`src/rtl/div_stream_arbiter.sv`:
```
// div_stream_arbiter
// Round-robin arbiter that lends one serial mod-DIVISOR remainder engine to
// NUM_CH bit-serial requesters. A grant covers one whole frame (MSB first,
// closed by a last flag) plus its result handshake. The result reports the
// channel, the final remainder, divisibility and the saturating frame length.
// Storage does not grow with frame length: only the running remainder and a
// LEN_W-bit length counter are kept.

module div_stream_arbiter #(
    parameter int NUM_CH  = 4,
    parameter int DIVISOR = 3,
    parameter int LEN_W   = 16,
    localparam int REM_W  = $clog2(DIVISOR),
    localparam int CH_W   = $clog2(NUM_CH)
) (
    input  logic              clk,
    input  logic              reset,
    input  logic [NUM_CH-1:0] req_i,
    input  logic [NUM_CH-1:0] bit_valid_i,
    input  logic [NUM_CH-1:0] bit_i,
    input  logic [NUM_CH-1:0] bit_last_i,
    output logic [NUM_CH-1:0] bit_ready_o,
    output logic [NUM_CH-1:0] grant_o,
    output logic              res_valid_o,
    input  logic              res_ready_i,
    output logic [CH_W-1:0]   res_ch_o,
    output logic              res_div_o,
    output logic [REM_W-1:0]  res_rem_o,
    output logic [LEN_W-1:0]  res_len_o
);

    typedef enum logic [1:0] {
        ST_IDLE   = 2'd0,
        ST_STREAM = 2'd1,
        ST_RESULT = 2'd2
    } state_t;

    localparam logic [CH_W-1:0]   LAST_CH = CH_W'(NUM_CH - 1);
    localparam logic [LEN_W-1:0]  LEN_MAX = {LEN_W{1'b1}};
    localparam logic [CH_W:0]     NUM_CH_EXT = (CH_W + 1)'(NUM_CH);

    // One remainder step: shift the new bit in, then a single conditional
    // subtract. 2*rem+bit never exceeds 2*DIVISOR-1, so one subtract is enough.
    function automatic logic [REM_W-1:0] rem_step(input logic [REM_W-1:0] rem,
                                                  input logic             b);
        logic [REM_W:0] t;
        t = {rem, b};
        if (t >= (REM_W + 1)'(DIVISOR)) begin
            rem_step = REM_W'(t - (REM_W + 1)'(DIVISOR));
        end else begin
            rem_step = t[REM_W-1:0];
        end
    endfunction

    // State and registered outputs
    state_t             state_q;
    logic [NUM_CH-1:0]  grant_q;
    logic [NUM_CH-1:0]  ready_q;
    logic [CH_W-1:0]    gidx_q;
    logic [CH_W-1:0]    rr_ptr_q;
    logic [REM_W-1:0]   rem_q;
    logic [LEN_W-1:0]   len_q;
    logic               res_valid_q;
    logic [CH_W-1:0]    res_ch_q;
    logic               res_div_q;
    logic [REM_W-1:0]   res_rem_q;
    logic [LEN_W-1:0]   res_len_q;

    // Combinational helpers
    logic               arb_found_s;
    logic [CH_W-1:0]    arb_idx_s;
    logic [CH_W:0]      arb_sum_s;
    logic [NUM_CH-1:0]  arb_onehot_s;
    logic               cur_valid_s;
    logic               cur_bit_s;
    logic               cur_last_s;
    logic               beat_acc_s;
    logic [REM_W-1:0]   rem_d;
    logic [LEN_W-1:0]   len_d;
    logic [CH_W-1:0]    rr_ptr_d;

    // Round-robin pick: first requester at or after the pointer, wrapping.
    always_comb begin
        arb_found_s = 1'b0;
        arb_idx_s   = '0;
        arb_sum_s   = '0;
        for (int i = 0; i < NUM_CH; i++) begin
            arb_sum_s = {1'b0, rr_ptr_q} + (CH_W + 1)'(i);
            if (arb_sum_s >= NUM_CH_EXT) begin
                arb_sum_s = arb_sum_s - NUM_CH_EXT;
            end else begin
                arb_sum_s = arb_sum_s;
            end
            if (!arb_found_s && req_i[arb_sum_s[CH_W-1:0]]) begin
                arb_found_s = 1'b1;
                arb_idx_s   = arb_sum_s[CH_W-1:0];
            end else begin
                arb_found_s = arb_found_s;
            end
        end
        arb_onehot_s = {{(NUM_CH - 1){1'b0}}, 1'b1} << arb_idx_s;
    end

    // Granted-channel beat decode and next remainder / length / pointer.
    always_comb begin
        cur_valid_s = bit_valid_i[gidx_q];
        cur_bit_s   = bit_i[gidx_q];
        cur_last_s  = bit_last_i[gidx_q];
        beat_acc_s  = (state_q == ST_STREAM) && cur_valid_s && ready_q[gidx_q];
        rem_d       = rem_step(rem_q, cur_bit_s);
        if (len_q == LEN_MAX) begin
            len_d = len_q;
        end else begin
            len_d = len_q + LEN_W'(1'b1);
        end
        if (gidx_q == LAST_CH) begin
            rr_ptr_d = '0;
        end else begin
            rr_ptr_d = gidx_q + CH_W'(1'b1);
        end
    end

    // Arbitration / streaming / result FSM with all outputs registered.
    always_ff @(posedge clk) begin
        if (!reset) begin
            state_q     <= ST_IDLE;
            grant_q     <= '0;
            ready_q     <= '0;
            gidx_q      <= '0;
            rr_ptr_q    <= '0;
            rem_q       <= '0;
            len_q       <= '0;
            res_valid_q <= 1'b0;
            res_ch_q    <= '0;
            res_div_q   <= 1'b0;
            res_rem_q   <= '0;
            res_len_q   <= '0;
        end else begin
            case (state_q)
                ST_IDLE: begin
                    if (arb_found_s) begin
                        grant_q <= arb_onehot_s;
                        ready_q <= arb_onehot_s;
                        gidx_q  <= arb_idx_s;
                        rem_q   <= '0;
                        len_q   <= '0;
                        state_q <= ST_STREAM;
                    end else begin
                        state_q <= ST_IDLE;
                    end
                end
                ST_STREAM: begin
                    if (beat_acc_s) begin
                        rem_q <= rem_d;
                        len_q <= len_d;
                        if (cur_last_s) begin
                            ready_q     <= '0;
                            res_valid_q <= 1'b1;
                            res_ch_q    <= gidx_q;
                            res_rem_q   <= rem_d;
                            res_div_q   <= (rem_d == '0);
                            res_len_q   <= len_d;
                            state_q     <= ST_RESULT;
                        end else begin
                            state_q <= ST_STREAM;
                        end
                    end else begin
                        state_q <= ST_STREAM;
                    end
                end
                ST_RESULT: begin
                    // res_valid_q is always set here, so res_ready_i alone
                    // completes the handshake.
                    if (res_ready_i) begin
                        res_valid_q <= 1'b0;
                        grant_q     <= '0;
                        rr_ptr_q    <= rr_ptr_d;
                        state_q     <= ST_IDLE;
                    end else begin
                        state_q <= ST_RESULT;
                    end
                end
                default: begin
                    grant_q     <= '0;
                    ready_q     <= '0;
                    res_valid_q <= 1'b0;
                    state_q     <= ST_IDLE;
                end
            endcase
        end
    end

    assign bit_ready_o = ready_q;
    assign grant_o     = grant_q;
    assign res_valid_o = res_valid_q;
    assign res_ch_o    = res_ch_q;
    assign res_div_o   = res_div_q;
    assign res_rem_o   = res_rem_q;
    assign res_len_o   = res_len_q;

endmodule

```
`config.mk`:
```
export PLATFORM = sky130hd
export DESIGN_NAME = div_stream_arbiter
export DESIGN_NICKNAME = d
export VERILOG_FILES = /design/src/rtl/div_stream_arbiter.sv
export SDC_FILE = /design/constraint.sdc
export NUM_CORES = 1
export LEC_CHECK = 0
export ABC_AREA = 1
export ABC_CLOCK_PERIOD_IN_PS = 2750
export CAP_MARGIN = 10
export CELL_PAD_IN_SITES_DETAIL_PLACEMENT = 1
export CELL_PAD_IN_SITES_GLOBAL_PLACEMENT = 1
export CORE_AREA = 4 4 90 92
export CTS_BUF_LIST = sky130_fd_sc_hd__clkbuf_8
export CTS_CLUSTER_SIZE = 20
export DETAILED_ROUTE_END_ITERATION = 10
export DIE_AREA = 0 0 94 96
export MAX_ROUTING_LAYER = met4
export PLACE_DENSITY = 0.94
export SLEW_MARGIN = 5
export SYNTH_ARGS = -nofsm -noshare
export SYNTH_HDL_FRONTEND = slang
export SYNTH_SLANG_ARGS = --single-unit
```
`constraint.sdc`:
```
create_clock -name clk -period 2.75 [get_ports clk]
set_input_delay 0.4125 -clock clk [delete_from_list [all_inputs] [get_ports clk]]
set_output_delay 0.4125 -clock clk [all_outputs]
set_load 0.02 [all_outputs]
```
---- Word level (Yosys, flattened, before mapping) ----
Cells that the tools add are included.
operators by class
  muxes and demuxes ....................... 52
  add/subtract/negate cells ............... 10
  shift-type cells ........................ 1
  div/mod/pow operators ................... 0
  equality and inequality tests ........... 8
  multipliers ............................. 0
  reductions and logical operators ........ 18
  order comparisons ....................... 10
  bitwise gates (word level) .............. 3
operators with widths
  cell                                                 number
  2-to-1 mux 16 bit                                    3
  one-hot mux 16 bit (2 select lines)                  1
  2-to-1 mux 2 bit                                     15
  one-hot mux 4 bit (3 select lines)                   2
  adder 16 x 1 -> 16 bit (second input constant)       1
  binary-select mux 1 bit (select 2 bit)               8
  == test 16 bit (second input constant)               1
  2-to-1 mux 1 bit                                     16
  2-to-1 mux 4 bit                                     4
  < comparator 2 x 3 -> 1 bit (second input constant)  5
  >= comparator 3 bit (second input constant)          3
  AND reduction 3 bit                                  3
  != test 2 bit (second input constant)                4
  AND reduction 4 bit                                  2
  subtractor 2 x 1 -> 2 bit (second input constant)    4
  adder 2 x 2 -> 3 bit (second input constant)         2
  one-hot mux 2 bit (3 select lines)                   1
  logical AND 1 bit                                    5
  == test 2 bit (second input constant)                2
  logical NOT 2 bit                                    2
  one-hot mux 2 bit (2 select lines)                   1
  AND reduction 2 bit                                  2
  << shifter 1 x 2 -> 4 bit (first input constant)     1
  adder 2 x 1 -> 3 bit (second input constant)         1
  other kinds (9)                                      13
word-level totals
  bits of input ports ..................... 19
  word-level logic and storage cells ...... 114
  memories ................................ 0
  bits in writable memories ............... 0
  bits in latches ......................... 0
  bits in read-only memories .............. 0
  register bits after elaboration ......... 54

---- Logic depth before layout (Yosys ltp) ----
Gate-level depths: netlist (run 1).
  depth after elaboration ................. 17
  depth in mapped cells ................... 14

---- Worst setup path before layout (run 1) ----
OpenSTA, ideal clock, no wires.
  kind .................................... reg-to-reg
  from .................................... reg gidx_q[0]
  to ...................................... reg res_div_q, in the netlist res_div_o
  cell stages (with the launch flop) ...... 14
  path slack .............................. 1064 ps
  data required time ...................... 2618 ps
  path buffers ............................ 1
  data arrival time ....................... 1553 ps
  cell sequence ........................... dfxtp_1 > buf_2 > inv_2 > nand2_1 > nand3_1 > nand2_1 > inv_1 > ha_1 > nor2_1 > o21ai_0 > o21ai_0 > nor2_1 > nand2_1 > a21oi_1
on the way
  word-level cells in the longest chain between the ends .. 5
RTL lines
  item                                                        RTL line  RTL
  from (decl)                                                 59        logic [CH_W-1:0] gidx_q;
  from (signal assigned)                                      144       gidx_q <= arb_idx_s;
  binary-select mux 1 bit (select 2 bit) (on tied branches)   107, 106
  2-to-1 mux 1 bit (on tied branches)                         107, 106
  >= comparator 3 x 2 -> 1 bit, or another cell as far along  48        if (t >= (REM_W + 1)'(DIVISOR)) begin
  2-to-1 mux 2 bit or logical AND 1 bit (tied branches)       48, 109
  logical NOT 2 bit or AND reduction 3 bit (tied branches)    n/a
  to (signal assigned)                                        161       res_div_q <= (rem_d == '0);
  to (decl)                                                   65        logic res_div_q;
Several ways; a longest one is shown, not always the timed one. The select of a mux whose other input is x is not followed.
A chain may end at the register's enable or synchronous reset.

---- Final worst setup path (run 1) ----
Same ends and word-level chain as after synthesis.

==> results by stage, run 1 <==
Critical path:
- The signal on the critical path passes through inv_2, nand2_1, nand3_1, nand2_1, inv_1, ha_1, nor2_1, o21ai_0, o21ai_0, nor2_1, nand2_1, a21oi_1.
- The delay of the slowest critical-path stage is 580 ps.
- The worst setup path is launched from a flip-flop.
- The data arrival time of the critical path is approximately 2500 ps.
- The count of buffer and inverter cells on the critical path is 2.
- The critical path is of the flip-flop to flip-flop type.
- In this run the critical register-to-register path is launched from gidx_q[0].
- The worst setup path startpoint is gidx_q[0].
- At the worst endpoint, the required time is 2950 ps.
- STA classifies the critical path endpoint as a flip-flop.
- Among the stages of the critical path, the cell type that occurs most often is nand2_1.
- In this run the worst path has a maximum fanout of 10.
- The kind of cell with the highest combined delay along the critical path is simple AND/OR/NAND/NOR gates.
- The slowest stage cell on the critical path is dfxtp_1.

Global route:
- The first-pass GRT wire length is 15.54 mm.
- For this run, the total global-route usage over all layers was measured as 0.2220.
- The remaining global-route overflow is 0.
- The number of antenna violations at the first check in global routing is 0.
- The number of global-route vias before repair was 3269.
- The largest net degree at the start of global routing is 43.

Pwr:
- The worst-case vdd ir drop is between 0.2 and 0.3 mV.
- The net load switching power is 0.7677 mW.
- Internal power comes to about 1.4 mW.
- Of the total power, registers draw 0.445.
- The fraction of power spent switching nets is 0.3592.
- The part of the power in combinational logic is 0.292.
- Of the total power, the clock network draws 0.263.
- Power spread over the standard cell area amounts to around 600 nW/µm².
- In this run the static leakage power is 1.489 nW.

Timing:
- At the pin with the least slew margin, the transition time is slightly below 500 ps.
- The final-layout setup total negative slack is 0 ps.
- Of the available clock period, the critical path in the final layout requires 0.8375.
- On the final layout, the worst clock skew is 9.887 ps.
- The maximum achievable frequency is 0.4342 GHz.
- Counting I/O delays and the setup requirement, the final critical path takes about 2300 ps.
- Measured against its own limit, the worst slew margin works out to 0.6707.
- The hold violation count in the final report came to 0.
- Setup repair after global routing left no endpoint under its margin.
- The number of max-slew violations in the final report is 0.
- The number of endpoints failing setup at the final stage is 0.

Route:
- The detailed router's first-iteration violation count is 102.
- The routed design has 9.158 mm of wire.
- The routed wire length per instance is 15.57 µm.
- The routed via count is 3067.
- The first detailed-routing pass ran for 4 iterations.
- In this run the remaining antenna-violating nets after routing total 0.
- The via density per instance is 5.216.
- For this run, design rule violations remaining after detail routing come to 0.

Cells and area:
- The total non-filler cell area in the finished layout is 3555 µm².
- At the end of the flow, the number of nets in the layout was between 500 and 600.
- The sequential cells in the finished layout cover a total of ~1100 µm².
- From synthesis to final layout, the design area changed by 22.77%.
- Once layout is complete, the cells apart from fillers number 588.
- The number of antenna cells inserted is 0.
- Fill cells in the final layout number 1002.
- The fraction of layout cells with a size suffix above 1 is 0.06748.
- The area of the multi-input gates is 1559 µm².

Floorplan:
- The initial core utilization is 0.4013.
- The area of the core region is ~7000 µm².
- In this run the core area contains 31 standard-cell rows.
- Pin placement for this block handled 49 I/O pins.
- Measured along the x axis, the die boundary spans 94 µm.
- Measured along the y axis, the die boundary spans between 90 and 100 µm.
- The die covers 9024 µm².

Min path:
- The worst hold path startpoint is grant_o[1].
- The tightest min-delay check is of the flip-flop to flip-flop type.

Synthesis:
- By area, the combinational part of the netlist is dominated by simple AND/OR/NAND/NOR gates.
- The post-synthesis instance area is ~2900 µm².
- Measured against the total synthesized area, the mux share comes to 0.
- Of the total synthesized cell area, the portion taken by full adders, half adders and majority gates is 0.01296.
- The netlist uses 32 different library cells.
- The number of standard cells after synthesis is 445.
- The number of flip-flops and latches in the synthesized netlist is 54.
- The top-area cell type share of the netlist area is 0.3734.
- The largest total area in the synthesized netlist belongs to dfxtp_1.
- Yosys attributes the largest share of cell area to dfxtp_1 37%, nand2_1 13%, nor2_1 10%, a21oi_1 6.2%, nand3_1 5.2%.
- Of the total synthesized cell area, the portion taken by AND, OR, NAND and NOR gates is 0.3565.
- The area fraction in compound gates after synthesis came to 0.1508.
- The Yosys warning count is 0.
- The sequential cell area fraction in the yosys report is 0.3734.
- The average instance in the mapped netlist occupies around 6.5 µm².
- Of the total synthesized cell area, the portion taken by XOR and XNOR cells is 0.01815.
- When the netlist entered floorplanning its net count stood at ~470.

CTS:
- CTS built an H-tree with a depth of 2.
- In this run, post-CTS hold repair placed 0 buffers.
- The maximum count of clock buffers along a single path is 2.
- The root buffer selected by CTS is clkbuf_8.
- The clock drives 54 sinks.
- The number of buffers inserted by post-CTS setup repair is 0.
- After clock tree synthesis, the clock-pin slew on the worst setup and hold paths is 100 ps.
- The clock latency on the worst-skew pair is 320 ps.
- The total clock buffers created by CTS is 5.
- The CTS tree is done.
- The total of cells resized after clock tree synthesis is 0.

Place:
- After detailed placement, the total cell area comes to 3437 µm².
- Detailed placement ended at an HPWL of ~6.8 mm.
- Port buffering added 48 buffers.
- The global placement routability congestion is 0.9441.
- The instance count after placement with tap cells included is 580.

Job:
- The count of max-cap constraint violations is 0.

Run status:
- The run finished with clean final reports.
==> power groups by stage <==
stage / logic (mW) / registers (mW) / clock network (mW)
floorplan: 0.383 / 0.980 / 0
global placement: 0.586 / 0.962 / 0
detailed placement: 0.619 / 0.965 / 0
CTS: 0.629 / 0.949 / 0.572
global route: 0.704 / 0.963 / 0.598
finish: 0.624 / 0.951 / 0.562
==> area by class of cell <==
type / instances / area share
clock buffers: 5 / 0.01936
clock inverters: 3 / 0.01373
inverters: 44 / 0.04787
multi-input cells: 332 / 0.4386
flip-flops and latches: 54 / 0.3041
well taps: 99 / 0.03485
repair buffers: 51 / 0.1415
==> per-layer routing <==
layer / global-route usage / up-vias / part of all wire
met5: - / - / 0
met1: 0.2478 / 1480 / 0.43
met2: 0.4134 / 49 / 0.53
met3: 0.03127 / 13 / 0.024
met4: 0.06137 / 0 / 0.014
li1: - / 1525 / -
==> worst reg2reg max path: stages (launching register included) <==
cell,delay [ps]
dfxtp_1,580
inv_2,150
nand2_1,90
nand3_1,60
nand2_1,130
inv_1,80
ha_1,190
nor2_1,170
o21ai_0,200
o21ai_0,300
nor2_1,110
nand2_1,80
a21oi_1,60
==> flip-flops by register name (all words and copies together) (netlist names) <==
signal       cells
res_ch_o         2
rem_q            2
bit_ready_o      4
rr_ptr_q         2
res_len_o       16
res_valid_o      1
state_q          2
grant_o          4
gidx_q           2
len_q           16
res_rem_o        2
res_div_o        1
==> layout by cell type, fill, tap and decap left out, types with 2 or more instances in the layout <==
cell,count
nand2_4,3
inv_1,37
nor2_1,78
nor3_1,8
xor2_1,4
a31oi_1,2
dfxtp_1,54
ha_1,3
clkdlybuf4s50_1,48
inv_2,6
buf_4,3
clkbuf_8,5
nand2_2,5
nand3_1,30
nand2_1,100
xnor2_1,2
o21ai_1,15
a21oi_1,36
o21ai_0,29
nand4_1,8
==> cell families after synthesis <==
logic type               after synthesis
AO/OA/AOI/OAI                         85
adder cells (fa/ha/maj)                3
XOR/XNOR                               6
AND/OR/NAND/NOR                      238
buffers and inverters                 59
flip-flops                            54
==> path summary, 6_finish.rpt <==
| kind | endpoint | slack, ps | cells past startpoint |
|---|---|---|---|
| worst max-delay path | res_div_o | 450 | 12 |
| worst min-delay path | grant_o[1] | 470 | 2 |
| worst max register to register | res_div_o | 450 | 12 |
| worst min register to register | grant_o[1] | 470 | 2 |
==> cell usage after synthesis <==
master      n
clkbuf_1    5
dfxtp_1    54
nand2_4     3
nor3b_2     1
nor2_2      1
o21ai_0    29
buf_1       2
nand4_1     8
inv_6       1
nand2_2     5
nor3_1      8
clkbuf_2    1
xor2_1      4
buf_2       4
inv_2       6
nand2_1   100
nand3_2     1
o21ai_2     1
a21oi_1    36
o31ai_1     1
o21ai_1    15
buf_6       3
o21a_1      1
or2_2       1
inv_1      37
ha_1        3
a31oi_1     2
nor2_4      1
xnor2_1     2
nand3_1    30
nand4_2     1
nor2_1     78
==> per-stage QoR <==
stage / setup slack (ps) / hold slack, ps / total power, mW / utilization
finish: 446.8 / 474.1 / 2.137 / 0.4927
detailed placement: 398.7 / 457.8 / 1.584 / 0.4764
global placement: 529.9 / 455.3 / 1.548 / 0.4764
floorplan: 1064 / 462.7 / 1.363 / -
CTS: 432.1 / 474.4 / 2.150 / 0.4927
global route: 180.3 / 493.0 / 2.265 / 0.4927
No activity file was read; power rests on OpenSTA's default activity.
==> inputs of run 2 (changes only) <==
- ABC_CLOCK_PERIOD_IN_PS: 2750 -> 2400
- CORE_AREA: 4 4 90 92 -> 4 4 93 95
- DIE_AREA: 0 0 94 96 -> 0 0 97 99
- PLACE_DENSITY: 0.94 -> 0.89
- clock period: 2.75 -> 2.4 ns (I/O delays scaled with it)
==> run 2 against run 1 <==
  * Global-route usage down 2.9 points
  * Non-clock buffer count rose by 2
  * Utilization shrank 3.4 points
  * Cell count up 0.85%
  * Clock-buffer cell count unchanged
  * Worst hold slack better by 5.2 ps
  * First-iteration DRC count up 0.98%
  * Power is 8.0% higher
  * Critical endpoint unchanged
  * Sequential cell count did not move
==> results by stage, run 2 (synthesis results as in run 1) <==
CTS:
- The number of buffers added to fix hold violations after cts is 0 (unchanged).
- The number of H-tree levels is 2 (unchanged).
- The CTS tree is done.
- The total number of clock tree sinks is 54 (unchanged).
- The clock edge transition at the registers on the reported setup and hold paths is 100 ps (about the same).
- The total of cells resized after clock tree synthesis is 0 (unchanged).
- CTS placed an instance of clkbuf_8 at the clock tree root.
- The total clock buffers created by CTS was 5 (unchanged).
- The clock latency on the worst-skew pair is 320 ps (about the same).
- The maximum count of clock buffers along a single path is 2 (unchanged).
- The number of buffers inserted by post-CTS setup repair is 0 (unchanged).

Place:
- The instance count after placement with tap cells included is 585 (+0.86%).
- The count of buffers from port buffering is 48 (unchanged).
- The global placement routability congestion is 0.9371 (-0.74%).
- The placed standard-cell area is 3456 µm² (+0.55%).
- The worst slack after detailed placement came to 252.3 ps (-146.4 ps).
- The sum of net half-perimeters after detailed placement is 6.616 mm (-2.5%).

Job:
- The count of max-cap constraint violations was 0 (unchanged).

Floorplan:
- The count of boundary I/O pins is 49 (unchanged).
- The width of the die is 97 µm (+3.2%).
- The die height is 99 µm (+3.1%).
- The area of the core region is 7727 µm² (+7.1%).
- The initial core utilization is 0.3747 (-0.02664).
- The total number of placement rows came to 32 (+3.2%).
- The overall die area is 9603 µm² (+6.4%).

Pwr:
- The overall power after layout is 2.308 mW (+8.0%).
- The worst-case vdd ir drop is 0.2261 mV (-13%).
- The power per standard cell area is 651.2 nW/µm² (+8.3%).
- The standby leakage power is 1.489 nW (about the same).

Min path:
- The cell depth of the worst min-delay path is 2 (unchanged).
- The worst hold path class is flip-flop to flip-flop.

Cells and area:
- Leaving out fill and tap cells, the most frequent cells in the layout are 100 x nand2_1, 78 x nor2_1, 54 x dfxtp_1, 48 x clkdlybuf4s50_1, 38 x inv_1.
- The total non-filler cell area in the finished layout is 3545 µm² (-0.28%).
- The net count of the finished layout is 512 (+0.39%).
- The post-layout instance count excluding filler cells is 593 (+0.85%).
- The fraction of layout cells with a size suffix above 1 is 0.06925 (+0.001762).
- The number of antenna cells inserted is 0 (unchanged).
- The most common library cell in the layout ignoring fill and taps is nand2_1.
- The utilization of the core after routing is 0.4587 (-0.03401).
- Compared with the post-synthesis result, the final layout area differs by 22.43%.

Critical path:
- Among cell families on the critical path, the largest total delay comes from simple AND/OR/NAND/NOR gates.
- The maximum net fanout on the critical path is 10 (unchanged).
- The count of buffer and inverter cells on the critical path came to 2 (unchanged).
- Counting stages on the worst path, the most repeated cell is nand2_1.
- By startpoint and endpoint, the worst setup path is classified as flip-flop to flip-flop.
- STA classifies the critical path startpoint as a flip-flop.
- The data arrival time of the critical path came to 2330 ps (-170 ps).
- The logic depth of the worst setup path including buffers was 12 (unchanged).
- The worst setup path is captured at a flip-flop.
- The depth of the worst register-to-register path was 12 (unchanged).
- The endpoint required time on the critical path is 2600 ps (-350 ps).
- The critical path goes through inv_2, nand2_1, nand3_1, nand2_1, inv_1, ha_1, nor2_1, o21ai_0, o21ai_0, nor2_1, nand2_1, a21oi_1.
- The delay of the slowest critical-path stage is 560 ps (-20 ps).
- The slowest stage cell on the critical path is dfxtp_1.

Route:
- The detailed router's first-iteration violation count came to 103 (+0.98%).
- The routed via count is 3027 (-1.3%).
- The total wire length came to 8.724 mm (-4.7%).
- The via density per instance is 5.105 (-2.1%).
- The routed wire length per instance is 14.71 µm (-5.5%).
- The detailed-router iteration count before antenna repair is 4 (unchanged).
- The DRC violation count after routing was 0 (unchanged).
- The number of antenna-violating nets in the routed design was 0 (unchanged).

Timing:
- The maximum achievable frequency is 0.4698 GHz (+8.2%).
- The hold violation count in the final report is 0 (unchanged).
- The final-layout setup total negative slack is 0 ps (unchanged).
- The post-route minimum period is 2128 ps (-174.8 ps).
- The portion of the clock cycle consumed by the worst path in the final layout was 0.8868 (+0.04931).
- The final critical-path setup slack is 271.6 ps (-175.2 ps).
- The worst hold-check slack is 479.3 ps (+5.174 ps).
- The number of endpoints failing setup at the final stage is 0 (unchanged).
- Setup repair after global routing left no endpoint under its margin.
- The number of max-slew violations in the final report is 0 (unchanged).
- The setup clock skew after layout is 12.78 ps (+2.891 ps).
- The worst slew slack as a fraction of its limit is 0.6562 (-0.01450).
- The measured slew at the worst slew-check pin is 513.8 ps (+21.67 ps).

Run status:
- The run finished with clean final reports.

Global route:
- The number of global-route vias before repair is 3212 (-1.7%).
- The largest net degree at the start of global routing is 24 (-44%).
- The overall routing resource usage is 0.1932 (-0.02883).
- The first-pass GRT wire length was 15.08 mm (-2.9%).
- The number of antenna violations at the first check in global routing came to 0 (unchanged).
- The remaining global-route overflow is 0 (unchanged).
[run 2: cell types whose count changed in the layout (fill, tap and decap cells not counted), sizes merged]
cell	change
buf	+2
bufinv	-1
inv	+1
[run 2: cell type report]
cell class | instances | area (µm²)
fillers | 1048 | 4183
flip-flops and latches | 54 | 1081
well taps | 102 | 127.6
inverters | 44 | 170.2
multi-input cells | 332 | 1559
repair buffers | 53 | 518.0
clock inverters | 3 | 20.02
clock buffers | 5 | 68.82
[run 2: worst paths after layout]
check	from	to	slack, ps
max	gidx_q[0]	res_div_o	270
min	grant_o[3]	grant_o[3]	480
max reg2reg	gidx_q[0]	res_div_o	270
min reg2reg	grant_o[3]	grant_o[3]	480
[run 2: worst reg2reg max path, delay by kind of cell (launching register included)]
kind / cells / cell delay, ps
simple gates: 6 / 590
flops: 1 / 560
compound gates: 3 / 460
buf+inv: 2 / 220
fa+ha+maj: 1 / 170
[run 2: per-layer routing]
metal	vias up	GRT usage	wire length (µm)
li1	1531	-	-
met1	1429	0.2108	3715
met2	53	0.3588	4556
met3	14	0.02831	293
met4	0	0.06371	159
met5	-	-	0
[run 2: where the power goes]
group | switching, mW | internal, mW
clock | 0.314 | 0.206
combinational | 0.438 | 0.260
sequential | 0.0975 | 0.992
total | 0.850 | 1.46
==> inputs of run 3 (changes only) <==
- ABC_CLOCK_PERIOD_IN_PS: 2400 -> 1900
- CORE_AREA: 4 4 93 95 -> 4 4 96 98
- DIE_AREA: 0 0 97 99 -> 0 0 100 102
- PLACE_DENSITY: 0.89 -> 0.88
- clock period: 2.4 -> 1.9 ns (I/O delays scaled with it)
==> run 3 against run 2 <==
  * Global-route usage down 1.3 points
  * Critical path type unchanged
  * Die area up 6.2%
  * Power up 36%
  * Design area up 5.2%
  * Cell count up 3.5%
  * Wire length up 2.7%
  * Clock-buffer cell count unchanged
  * Clock skew up 2.6 ps
  * Maximum frequency up 20%
  * Highest routed layer unchanged
  * Combinational power up 41%
==> results by stage, run 3 (synthesis results as in run 1) <==
Run status:
- The flow ran to the end, and the final reports show no timing, DRC or antenna violations.

CTS:
- The number of buffers added to fix hold violations after cts is 0 (unchanged).
- The clock edge transition at the registers on the reported setup and hold paths is 110 ps (about the same).
- The maximum count of clock buffers along a single path was 2 (unchanged).
- TritonCTS built the clock tree.
- The total number of clock tree sinks is 54 (unchanged).
- The number of H-tree levels is 2 (unchanged).
- The clock latency on the worst-skew pair is 310 ps (about the same).
- The tree is rooted in a clkbuf_8.
- The total clock buffers created by CTS is 5 (unchanged).

Cells and area:
- The area of the multi-input gates came to 1597 µm² (+2.4%).
- The library cell used most frequently in the layout, excluding fill and tap cells, is nand2_1.
- The area occupied by registers was 1086 µm² (+0.46%).
- The total non-filler cell area in the finished layout is 3729 µm² (+5.2%).
- The net count of the finished layout is 527 (+2.9%).
- The fraction of layout cells with a size suffix above 1 is 0.1285 (+0.05921).
- Compared with the post-synthesis result, the final layout area differs by 28.78%.
- In the layout the commonest cells are 96 x nand2_1, 73 x nor2_1, 52 x dfxtp_1, 48 x clkdlybuf4s50_1, 37 x inv_1.
- The number of antenna cells inserted was 0 (unchanged).
- The total of fill cells in the finished design is 1134 (+8.2%).

Global route:
- The busiest layer in global routing is met2.
- The first-pass GRT wire length is 14.68 mm (-2.7%).
- The met3 usage is 0.02730 (-0.001005).
- The number of antenna violations at the first check in global routing was 0 (unchanged).
- The met1 layer usage reported by global route was 0.2010 (-0.009775).
- The largest net degree at the start of global routing is 31 (+29%).
- The remaining global-route overflow is 0 (unchanged).
- The number of global-route vias before repair came to 3223 (+0.34%).
- The overall routing resource usage was 0.1806 (-0.01257).
- The routing usage on met2 is 0.3371 (-0.02172).

Pwr:
- The overall power after layout was 3.129 mW (+36%).
- The register share of total power is 0.436 (-0.036).
- The standby leakage power came to 1.577 nW (+5.9%).
- The portion of total power attributed to the clock network is 0.250 (+0.025).
- The fraction of power spent switching nets was 0.3524 (-0.01577).
- The power per standard cell area came to 839.2 nW/µm² (+29%).
- The worst-case vdd ir drop is 0.3345 mV (+48%).
- The internal power summed over all cells is 2.026 mW (+39%).
- The part of the power in combinational logic came to 0.314 (+0.011).
- The net load switching power is 1.103 mW (+30%).

Timing:
- Setup repair after global routing left no endpoint under its margin.
- The maximum achievable frequency is 0.5621 GHz (+20%).
- The number of max-slew violations in the final report is 0 (unchanged).
- The worst slew slack as a fraction of its limit came to 0.6293 (-0.02692).
- The setup clock skew after layout came to 15.40 ps (+2.621 ps).
- The measured slew at the worst slew-check pin is 551.9 ps (+38.04 ps).
- The hold violation count in the final report is 0 (unchanged).
- The worst hold-check slack came to 473.9 ps (-5.335 ps).
- The portion of the clock cycle consumed by the worst path in the final layout is 0.9363 (+0.04952).
- The number of endpoints failing setup at the final stage is 0 (unchanged).
- The post-route minimum period is 1779 ps (-349.3 ps).
- The final critical-path setup slack is 120.9 ps (-150.7 ps).

Route:
- The routed wire length per instance is 14.59 µm (-0.80%).
- The DRC violation count after routing is 0 (unchanged).
- The number of antenna-violating nets in the routed design is 0 (unchanged).
- The detailed-router iteration count before antenna repair is 4 (unchanged).
- The routed via count is 3136 (+3.6%).
- The via density per instance is 5.107 (about the same).
- The total wire length is 8.961 mm (+2.7%).
- The detailed router's first-iteration violation count is 104 (+0.97%).

Critical path:
- The delay of the slowest critical-path stage is 380 ps (-180 ps).
- On the critical path, the stage with the largest delay is an instance of dfxtp_4.
- The startpoint identified for the worst register-to-register timing path is gidx_q[0].
- The element type at the critical path start is a flip-flop.
- The worst setup slack for register-to-register paths came to 120 ps (-150 ps).
- The endpoint required time on the critical path was 2150 ps (-450 ps).
- The depth of the worst register-to-register path is 13 (+1).
- The worst setup path is captured at a flip-flop.
- The critical path's top delay family is simple AND/OR/NAND/NOR gates.
- The count of buffer and inverter cells on the critical path is 2 (unchanged).
- The worst setup path is of the flip-flop to flip-flop kind.
- The critical path goes through buf_4, nand2_1, nand3_1, nand2_2, inv_2, ha_1, nor2_2, o21ai_2, nand2_1, o21ai_2, nor2_2, nand2_1, a21oi_1.
- By instance count, the cell type seen most on the critical path is nand2_1.
- The worst flop-to-flop path endpoint is res_div_o.
- The maximum net fanout on the critical path was 6 (-4).
- The data arrival time of the critical path is 2030 ps (-300 ps).

Place:
- The count of buffers from port buffering is 48 (unchanged).
- The placed standard-cell area is 3561 µm² (+3.0%).
- The worst slack after detailed placement came to -152.5 ps (-404.8 ps).
- The global placement routability congestion was 0.9307 (-0.68%).
- The sum of net half-perimeters after detailed placement is 6.756 mm (+2.1%).

Floorplan:
- The area of the core region is 8466 µm² (+9.6%).
- The count of boundary I/O pins is 49 (unchanged).
- The die height is 102 µm (+3.0%).
- The width of the die was 100 µm (+3.1%).
- The initial core utilization is 0.3420 (-0.03267).
- The total number of placement rows was 34 (+6.3%).
- The overall die area is 10200 µm² (+6.2%).

Min path:
- The end of the worst hold path is grant_o[2].
- The tightest min-delay check is of the flip-flop to flip-flop type.
- The worst hold path startpoint is grant_o[2].
- The cell depth of the worst min-delay path is 2 (unchanged).

Job:
- The count of max-cap constraint violations is 0 (unchanged).
## run 3: cell types whose count changed in the layout (fill, tap and decap cells not counted), moves of 2 or more
cell / previous run / this run
nand2_2: 5 / 9
nor2_1: 78 / 73
dfxtp_1: 54 / 52
nor2_2: 1 / 6
nand2_1: 100 / 96
o21ai_0: 29 / 27
o21ai_2: 1 / 3
buf_4: 5 / 20
## run 3: timing repair
item | CTS | global route
gates resized for setup | 1 | 18
cloned | 0 | 0
pin swaps | 0 | 6
setup endpoints to repair | 1 | 42
buffers inserted | 0 | 2
## run 3: cell type report
type / count / share of cell area
Multi-Input combinational cell: 332 / 0.4282
Clock inverter: 3 / 0.01107
Clock buffer: 5 / 0.01846
Sequential cell: 54 / 0.2913
Inverter: 44 / 0.04564
Tap cell: 108 / 0.03624
Timing Repair Buffer: 68 / 0.1691
## run 3: worst min-delay path, cell delays in order, from the launching register on
cell     delay, ps
dfxtp_1        320
nand2_1         60
a21oi_1         50
## run 3: worst max-delay path by stage
stage,from,endpoint,slack [ps],cells after the start
floorplan,gidx_q[0],res_div_o,210,13
global placement,bit_i[1],res_div_o,-30,12
detailed placement,bit_i[3],res_div_o,-150,13
CTS,gidx_q[0],res_div_o,10,13
global route,gidx_q[0],res_div_o,3,13
finish,gidx_q[0],res_div_o,120,13
## run 3: power groups by stage
| stage | clock network [mW] | registers, mW | logic [mW] |
|---|---|---|---|
| 3_5_place_dp | 0 | 1.39 | 0.931 |
| 5_1_grt | 0.846 | 1.38 | 1.10 |
| 4_1_cts | 0.794 | 1.36 | 0.939 |
| 6_report | 0.782 | 1.37 | 0.981 |
| 2_1_floorplan | 0 | 1.42 | 0.554 |
| 3_3_place_gp | 0 | 1.38 | 0.887 |
## run 3: layer usage
| layer | wire length (µm) | vias to the layer above | part of all wire |
|---|---|---|---|
| met5 | 0 | - | 0 |
| met4 | 156 | 0 | 0.017 |
| met3 | 305 | 18 | 0.034 |
| met2 | 4763 | 59 | 0.53 |
| met1 | 3736 | 1493 | 0.42 |
| li1 | - | 1566 | - |
## run 3: through the flow
stage | TNS, ps | std cells | utilization
detailed placement | -1308 | 604 | 0.4206
floorplan | 0 | 445 | -
global placement | -34.19 | 604 | 0.4206
finish | 0 | 614 | 0.4404
global route | 0 | 614 | 0.4404
CTS | 0 | 612 | 0.4336
